**config.mk**
```make
export PLATFORM = sky130hd
export DESIGN_NAME = rv_control_fsm
export DESIGN_NICKNAME = d
export VERILOG_FILES = /design/src/rtl/rv_pkg.sv /design/src/rtl/rv_instr_classify.sv /design/src/rtl/rv_control_fsm.sv
export SDC_FILE = /design/constraint.sdc
export NUM_CORES = 1
export LEC_CHECK = 0
export ABC_AREA = 1
export ABC_CLOCK_PERIOD_IN_PS = 1800
export BUFFER_PORTS_ARGS = -buffer_cell sky130_fd_sc_hd__buf_2
export CAP_MARGIN = 0
export CORE_ASPECT_RATIO = 0.7
export CORE_MARGIN = 3
export CORE_UTILIZATION = 50
export DETAILED_ROUTE_END_ITERATION = 10
export PLACE_DENSITY = 0.74
export SLEW_MARGIN = 25
export SYNTH_ARGS = -nofsm -noshare
export SYNTH_HDL_FRONTEND = slang
export SYNTH_SLANG_ARGS = --single-unit
```
**constraint.sdc**
```tcl
create_clock -name clk -period 1.8 [get_ports clk]
set_input_delay 0.36 -clock clk [delete_from_list [all_inputs] [get_ports clk]]
set_output_delay 0.36 -clock clk [all_outputs]
set_load 0.03 [all_outputs]
```
**src/rtl/rv_pkg.sv**
```systemverilog
// Shared types for the RV32 multi-cycle control sequencer: opcodes, mux selects,
// instruction classes and sequencer states.
package rv_pkg;

  localparam logic [6:0] OPC_LUI    = 7'b0110111;
  localparam logic [6:0] OPC_AUIPC  = 7'b0010111;
  localparam logic [6:0] OPC_JAL    = 7'b1101111;
  localparam logic [6:0] OPC_JALR   = 7'b1100111;
  localparam logic [6:0] OPC_BRANCH = 7'b1100011;
  localparam logic [6:0] OPC_OPIMM  = 7'b0010011;
  localparam logic [6:0] OPC_OP     = 7'b0110011;
  localparam logic [6:0] OPC_SYSTEM = 7'b1110011;

  typedef enum logic [1:0] {
    PC_PLUS4 = 2'd0,
    PC_IMM   = 2'd1,
    PC_JALR  = 2'd2,
    PC_TRAP  = 2'd3
  } pc_sel_e;

  typedef enum logic [1:0] {
    WB_ALU   = 2'd0,
    WB_IMM20 = 2'd1,
    WB_LINK  = 2'd2,
    WB_CSR   = 2'd3
  } wb_sel_e;

  typedef enum logic [3:0] {
    CL_LUI,
    CL_AUIPC,
    CL_JAL,
    CL_JALR,
    CL_BRANCH,
    CL_OPIMM,
    CL_OP,
    CL_CSR,
    CL_SYS,
    CL_ILL
  } instr_class_e;

  typedef enum logic [2:0] {
    IDLE,
    FETCH,
    DECODE,
    EXEC,
    WB,
    TRAP,
    HALT,
    FAULT
  } state_e;

endpackage

```
**src/rtl/rv_instr_classify.sv**
```systemverilog
// Combinational opcode/funct3 to instruction-class map; SYSTEM splits into
// CSR accesses (funct3 != 0) and ECALL/EBREAK (funct3 == 0).
module rv_instr_classify
  import rv_pkg::*;
(
  input  logic [6:0]   opcode,
  input  logic [2:0]   funct3,
  output instr_class_e iclass
);

  always_comb begin
    iclass = CL_ILL;
    unique case (opcode)
      OPC_LUI:    iclass = CL_LUI;
      OPC_AUIPC:  iclass = CL_AUIPC;
      OPC_JAL:    iclass = CL_JAL;
      OPC_JALR:   iclass = CL_JALR;
      OPC_BRANCH: iclass = CL_BRANCH;
      OPC_OPIMM:  iclass = CL_OPIMM;
      OPC_OP:     iclass = CL_OP;
      OPC_SYSTEM: iclass = (funct3 == 3'b000) ? CL_SYS : CL_CSR;
      default:    iclass = CL_ILL;
    endcase
  end

endmodule

```
**src/rtl/rv_control_fsm.sv**
```systemverilog
// Multi-cycle control sequencer (IDLE->FETCH->DECODE->EXEC->WB) for the lab RV32 core.
// Build option RV_ILLEGAL_TRAP_EN: unsupported opcodes trap (pc_sel=3) instead of halting.
//
// state  | meaning
// IDLE   | one cycle after reset
// FETCH  | imem_req high, wait for imem_ready (bounded by FETCH_TIMEOUT)
// DECODE | classify opcode/funct3, latch class
// EXEC   | drive alu_src, register br_taken
// WB     | writeback, PC update, retire
// TRAP   | one-cycle jump to trap vector on illegal opcode
// HALT   | ECALL/EBREAK (or illegal without trap), absorbing
// FAULT  | fetch timeout, absorbing
module rv_control_fsm
  import rv_pkg::*;
#(
  parameter int unsigned FETCH_TIMEOUT = 255,
  parameter int unsigned INSTRET_W     = 32
) (
  input  logic                 clk,
  input  logic                 reset,
  input  logic [6:0]           opcode,
  input  logic [2:0]           funct3,
  input  logic                 br_taken,
  input  logic                 imem_ready,
  output logic                 imem_req,
  output logic                 ir_en,
  output logic                 pc_en,
  output logic [1:0]           pc_sel,
  output logic                 rf_we,
  output logic [1:0]           wb_sel,
  output logic                 alu_src,
  output logic                 csr_we,
  output logic                 halted,
  output logic                 fault,
  output logic                 illegal,
  output logic [INSTRET_W-1:0] instret
);

  localparam int unsigned     TO_W    = (FETCH_TIMEOUT > 1) ? $clog2(FETCH_TIMEOUT) : 1;
  localparam logic [TO_W-1:0] TO_LAST = TO_W'(FETCH_TIMEOUT - 1);

  state_e          state, state_n;
  instr_class_e    cls, cls_q;
  logic            br_q;
  logic [TO_W-1:0] to_cnt;
  pc_sel_e         pc_sel_n;
  wb_sel_e         wb_sel_n;

  rv_instr_classify u_classify (
    .opcode (opcode),
    .funct3 (funct3),
    .iclass (cls)
  );

  always_ff @(posedge clk or posedge reset) begin
    if (reset) begin
      state   <= IDLE;
      cls_q   <= CL_OP;
      br_q    <= 1'b0;
      to_cnt  <= '0;
      instret <= '0;
    end else begin
      state <= state_n;
      // Stall count only grows while we stay in FETCH; any exit clears it.
      if (state == FETCH && state_n == FETCH) to_cnt <= to_cnt + TO_W'(1);
      else                                    to_cnt <= '0;
      if (state == DECODE) cls_q <= cls;
      if (state == EXEC)   br_q  <= br_taken;
      if (state == WB)     instret <= instret + INSTRET_W'(1);
    end
  end

  always_comb begin
    state_n  = state;
    imem_req = 1'b0;
    ir_en    = 1'b0;
    pc_en    = 1'b0;
    pc_sel_n = PC_PLUS4;
    rf_we    = 1'b0;
    wb_sel_n = WB_ALU;
    alu_src  = 1'b0;
    csr_we   = 1'b0;
    halted   = 1'b0;
    fault    = 1'b0;
    illegal  = 1'b0;

    unique case (state)
      IDLE: state_n = FETCH;

      FETCH: begin
        imem_req = 1'b1;
        if (imem_ready) begin
          ir_en   = 1'b1;
          state_n = DECODE;
        end else if (to_cnt == TO_LAST) begin
          state_n = FAULT;
        end
      end

      DECODE: begin
        unique case (cls)
          CL_SYS: state_n = HALT;
`ifdef RV_ILLEGAL_TRAP_EN
          CL_ILL: state_n = TRAP;
`else
          CL_ILL: state_n = HALT;
`endif
          default: state_n = EXEC;
        endcase
      end

      EXEC: begin
        alu_src = (cls_q == CL_OPIMM) || (cls_q == CL_AUIPC) || (cls_q == CL_JALR);
        state_n = WB;
      end

      WB: begin
        pc_en   = 1'b1;
        state_n = FETCH;
        unique case (cls_q)
          CL_OP, CL_OPIMM, CL_AUIPC: rf_we = 1'b1;
          CL_LUI: begin
            rf_we    = 1'b1;
            wb_sel_n = WB_IMM20;
          end
          CL_JAL: begin
            rf_we    = 1'b1;
            wb_sel_n = WB_LINK;
            pc_sel_n = PC_IMM;
          end
          CL_JALR: begin
            rf_we    = 1'b1;
            wb_sel_n = WB_LINK;
            pc_sel_n = PC_JALR;
          end
          CL_BRANCH: pc_sel_n = br_q ? PC_IMM : PC_PLUS4;
          CL_CSR: begin
            rf_we    = 1'b1;
            wb_sel_n = WB_CSR;
            csr_we   = 1'b1;
          end
          default: pc_sel_n = PC_PLUS4;
        endcase
      end

      TRAP: begin
`ifdef RV_ILLEGAL_TRAP_EN
        pc_en    = 1'b1;
        pc_sel_n = PC_TRAP;
        illegal  = 1'b1;
`endif
        state_n = FETCH;
      end

      HALT: begin
        halted = 1'b1;
`ifndef RV_ILLEGAL_TRAP_EN
        illegal = (cls_q == CL_ILL);
`endif
      end

      FAULT: fault = 1'b1;
    endcase
  end

  assign pc_sel = pc_sel_n;
  assign wb_sel = wb_sel_n;

endmodule
```
==> results by group <==
Setup path
  – Stages on worst setup path: 5
  – CP Data Arrival Time: 1.50 ns
  – Crit path capture type: primary output
  – Crit-path max FO: 4
  – Crit path max-delay family: simple AND/OR/NAND/NOR gates
  – CP Launch Type: register
  – CP peak stage delay: 0.39 ns
  – Register-to-Register Path Depth: 8
  – Req. time, crit path: ~1.4 ns
  – Bufs and invs on worst path: 1
  – Worst path cell trace: nor2_2, nand2_4, or2_4, o22ai_2, buf_6
  – Kind of critical path: register to primary output
  – Crit-path slowest cell: dfrtp_1

Synthesis
  – Post-Synthesis Cell Area: 2950 µm²
  – Sequential area share after synthesis: 40.8%
  – Mapped Cells: 422
  – Ys async rst share: between 90% and 100%
  – Syn Nets: about 440
  – Share of the synthesized area in the top cell type: roughly two fifths
  – #FFs+latches synth: 48
  – Yosys cell types: 29
  – Most area-hungry cell type in the Yosys netlist: dfrtp_1
  – Primary FF master, synth: dfrtp_1
  – Top post-synthesis cells by area: dfrtp_1, nand2_1, nor2_1
  – Post-synthesis area per instance: 6.99 µm²
  – Synth warn: 0
  – Number of synthesized flops with an enable pin: 0

Power
  – Seq pwr share: 43.8%
  – NetSw: about 1.3 mW
  – Internal power: ~1.9 mW
  – Overall power: between 3 and 4 mW
  – Clk pwr share: a little over a fifth
  – Sw frac: about two fifths
  – Pleak: 1.91 nW
  – Logic pwr share: a little over a third
  – Peak VDD IR: 0.561 mV
  – Pwr Density: 877 nW/µm²

Floorplan
  – CORE AREA: ~5500 µm²
  – Starting Density: about 54%
  – Die width: ~100 µm
  – IO Pins: 59
  – Rows: 22
  – Die area: 6870 µm²
  – Die Y: ~70 µm

GRT
  – First-pass GRT wire length: 12200 µm
  – Largest net degree at the start of global routing: 26
  – Gr ovfl total: 0
  – Vias in the first global route: ~2600
  – Total Routing Usage GR: 21.6%
  – Antenna violations before repair: 0

STA
  – Fin worst setup slack: -0.0602 ns
  – WHS: 0.286 ns
  – Clock Skew: between 0.01 and 0.015 ns
  – Worst slew margin: between 70% and 80%
  – Fin Setup TNS: -0.0882 ns
  – Fin crit share: 103%
  – RSZ-0062 raised after global routing: true
  – F_max: around 0.54 GHz
  – Fin. max-slew vios: 0
  – Final setup fails: 3
  – Tmin final: 1.86 ns
  – Fin. Hold Viols: 0
  – Slew at the pin closest to its max-slew limit: about 0.35 ns

Clock tree
  – Clk slew on worst S/H paths: 0.09 ns
  – Worst skew pair latency: about 0.3 ns
  – TritonCTS buffer count: 5
  – Cell at the root of the clock tree: clkbuf_8
  – H-tree depth: 2
  – Clock Sinks: 48
  – CTS tree: done
  – CTS max path bufs: 2

Min path
  – Worst hold path type: primary input to register
  – Hold path cells: 2

Routing
  – Post-route ant nets: 0
  – Vias per inst: just over 5
  – Metal2 WL: approximately 3100 µm
  – # DRC: 0
  – DR pass1 iterations: 4
  – Iteration-0 DRC Markers: roughly 160
  – Final wirelength: about 7200 µm
  – Via Count: around 2900
  – Met3 wire length: 441 µm
  – M1 WL: ~3600 µm
  – Highest routed metal layer: met4
  – WL/cell: approximately 13 µm

Outcome
  – Status: complete, but fails checks
  – Failing checks: negative setup slack

Placement
  – PortBufs: 58
  – Global placement routability congestion: between 0.8 and 0.9
  – Post-DP HPWL: roughly 5600 µm
  – Dpl cell area: around 3400 µm²

Final layout
  – Design area: roughly 3600 µm²
  – Final core utilization: between 60% and 70%
  – Layout Nets: about 520
  – Share of cells above drive strength 1: 22.8%
  – Synth-to-Final Area Change: 22.5%
  – Antenna diode count: 0

Flow run
  – Reported max-cap violation count: 0
placed cells by master (no fill, tap or decap), types with 2 or more instances in the layout:
master,instances
o21ai_0,7
buf_6,2
buf_4,17
nand3_2,3
dfrtp_1,46
nor3b_2,2
clkbuf_8,6
nand3_1,22
nand4_1,13
dfstp_2,2
xor2_1,12
xnor2_1,9
ha_1,3
inv_1,52
nor2_2,8
nand2_2,4
nor2_1,72
nor2_4,3
inv_2,4
buf_2,50
nand4_2,2
nor3_1,2
nand2_1,143
timing repair:
action	CTS	global route
gates resized for setup	12	11
endpoints found under the hold margin	3	0
cloned	0	0
pin swaps	3	3
setup buffers	5	1
endpoints found under the setup margin	6	8
hold buffers	1	0
power groups by stage:
stage	Combinational [mW]	Clock [mW]	Sequential [mW]
2_1_floorplan	0.562	0	1.47
3_3_place_gp	0.908	0	1.40
3_5_place_dp	0.930	0	1.41
4_1_cts	1.04	0.677	1.37
5_1_grt	1.22	0.735	1.41
6_report	1.11	0.676	1.39
cell usage after synthesis (3+ instances only):
| cell | count |
|---|---|
| o21ai_0 | 7 |
| nor3_1 | 3 |
| dfrtp_1 | 46 |
| inv_1 | 55 |
| xnor2_1 | 9 |
| xor2_1 | 12 |
| nor2_1 | 75 |
| nor2_2 | 5 |
| nand2_1 | 145 |
| nand4_1 | 13 |
| ha_1 | 3 |
| nor2_4 | 3 |
| nand3_1 | 23 |
stage by stage:
| step | std cells | setup WS (ns) |
|---|---|---|
| floorplan | 422 | 0.0395 |
| global placement | 557 | 0.204 |
| detailed placement | 557 | 0.183 |
| CTS | 570 | -0.0819 |
| global route | 571 | -0.123 |
| finish | 571 | -0.0602 |
path summary, 6_finish.rpt:
path,from,to,slack [ns]
max in group asynchronous,reset,cls_q[1],0.79
worst max-delay path,state[0],pc_sel[0],-0.06
worst min-delay path,br_taken,br_q,0.29
worst min register to register,to_cnt[0],to_cnt[0],0.49
worst max register to register,instret[1],instret[20],0.19
min in group asynchronous,reset,to_cnt[1],0.48
sequential cells by signal, summed over array words and instances (netlist names):
name     cells
br_q         1
instret     32
cls_q        4
state        3
to_cnt       8
layout make-up:
cell class	instances	area, µm²
Inverter	57	216
Sequential cell	48	1200
Timing Repair Buffer	71	430
Clock inverter	1	8.76
Multi-Input combinational cell	316	1580
Tap cell	72	90.1
Fill cell	495	1860
Clock buffer	6	82.6
worst reg2reg max path, stage by stage, from the launching register on:
cell	delay, ns
dfrtp_1	0.42
ha_1	0.23
inv_1	0.08
nor2_1	0.16
nand3_1	0.11
nor2_2	0.23
nand4_1	0.14
nand2_1	0.08
nand2_1	0.05
cells by family (layout without fill, tap and decap cells):
family	after synthesis	in the layout	synth area share [%]
DFF	48	48	40.8
buffers and inverters	58	135	7.42
AOI/OAI and AO/OA	12	12	2.21
muxes	1	1	0.382
adders and majority gates	3	3	1.27
xor gates and xnor gates	21	21	6.23
and+or+nand+nor	279	279	41.7
routing by layer:
| metal | track usage [%] | vias to the layer above |
|---|---|---|
| met3 | 3.99 | 4 |
| met2 | 30.7 | 85 |
| met1 | 34.0 | 1323 |
| met4 | 4.15 | 0 |
| li1 | - | 1460 |
| met5 | 0 | - |
(Power assumes the default switching activity.)
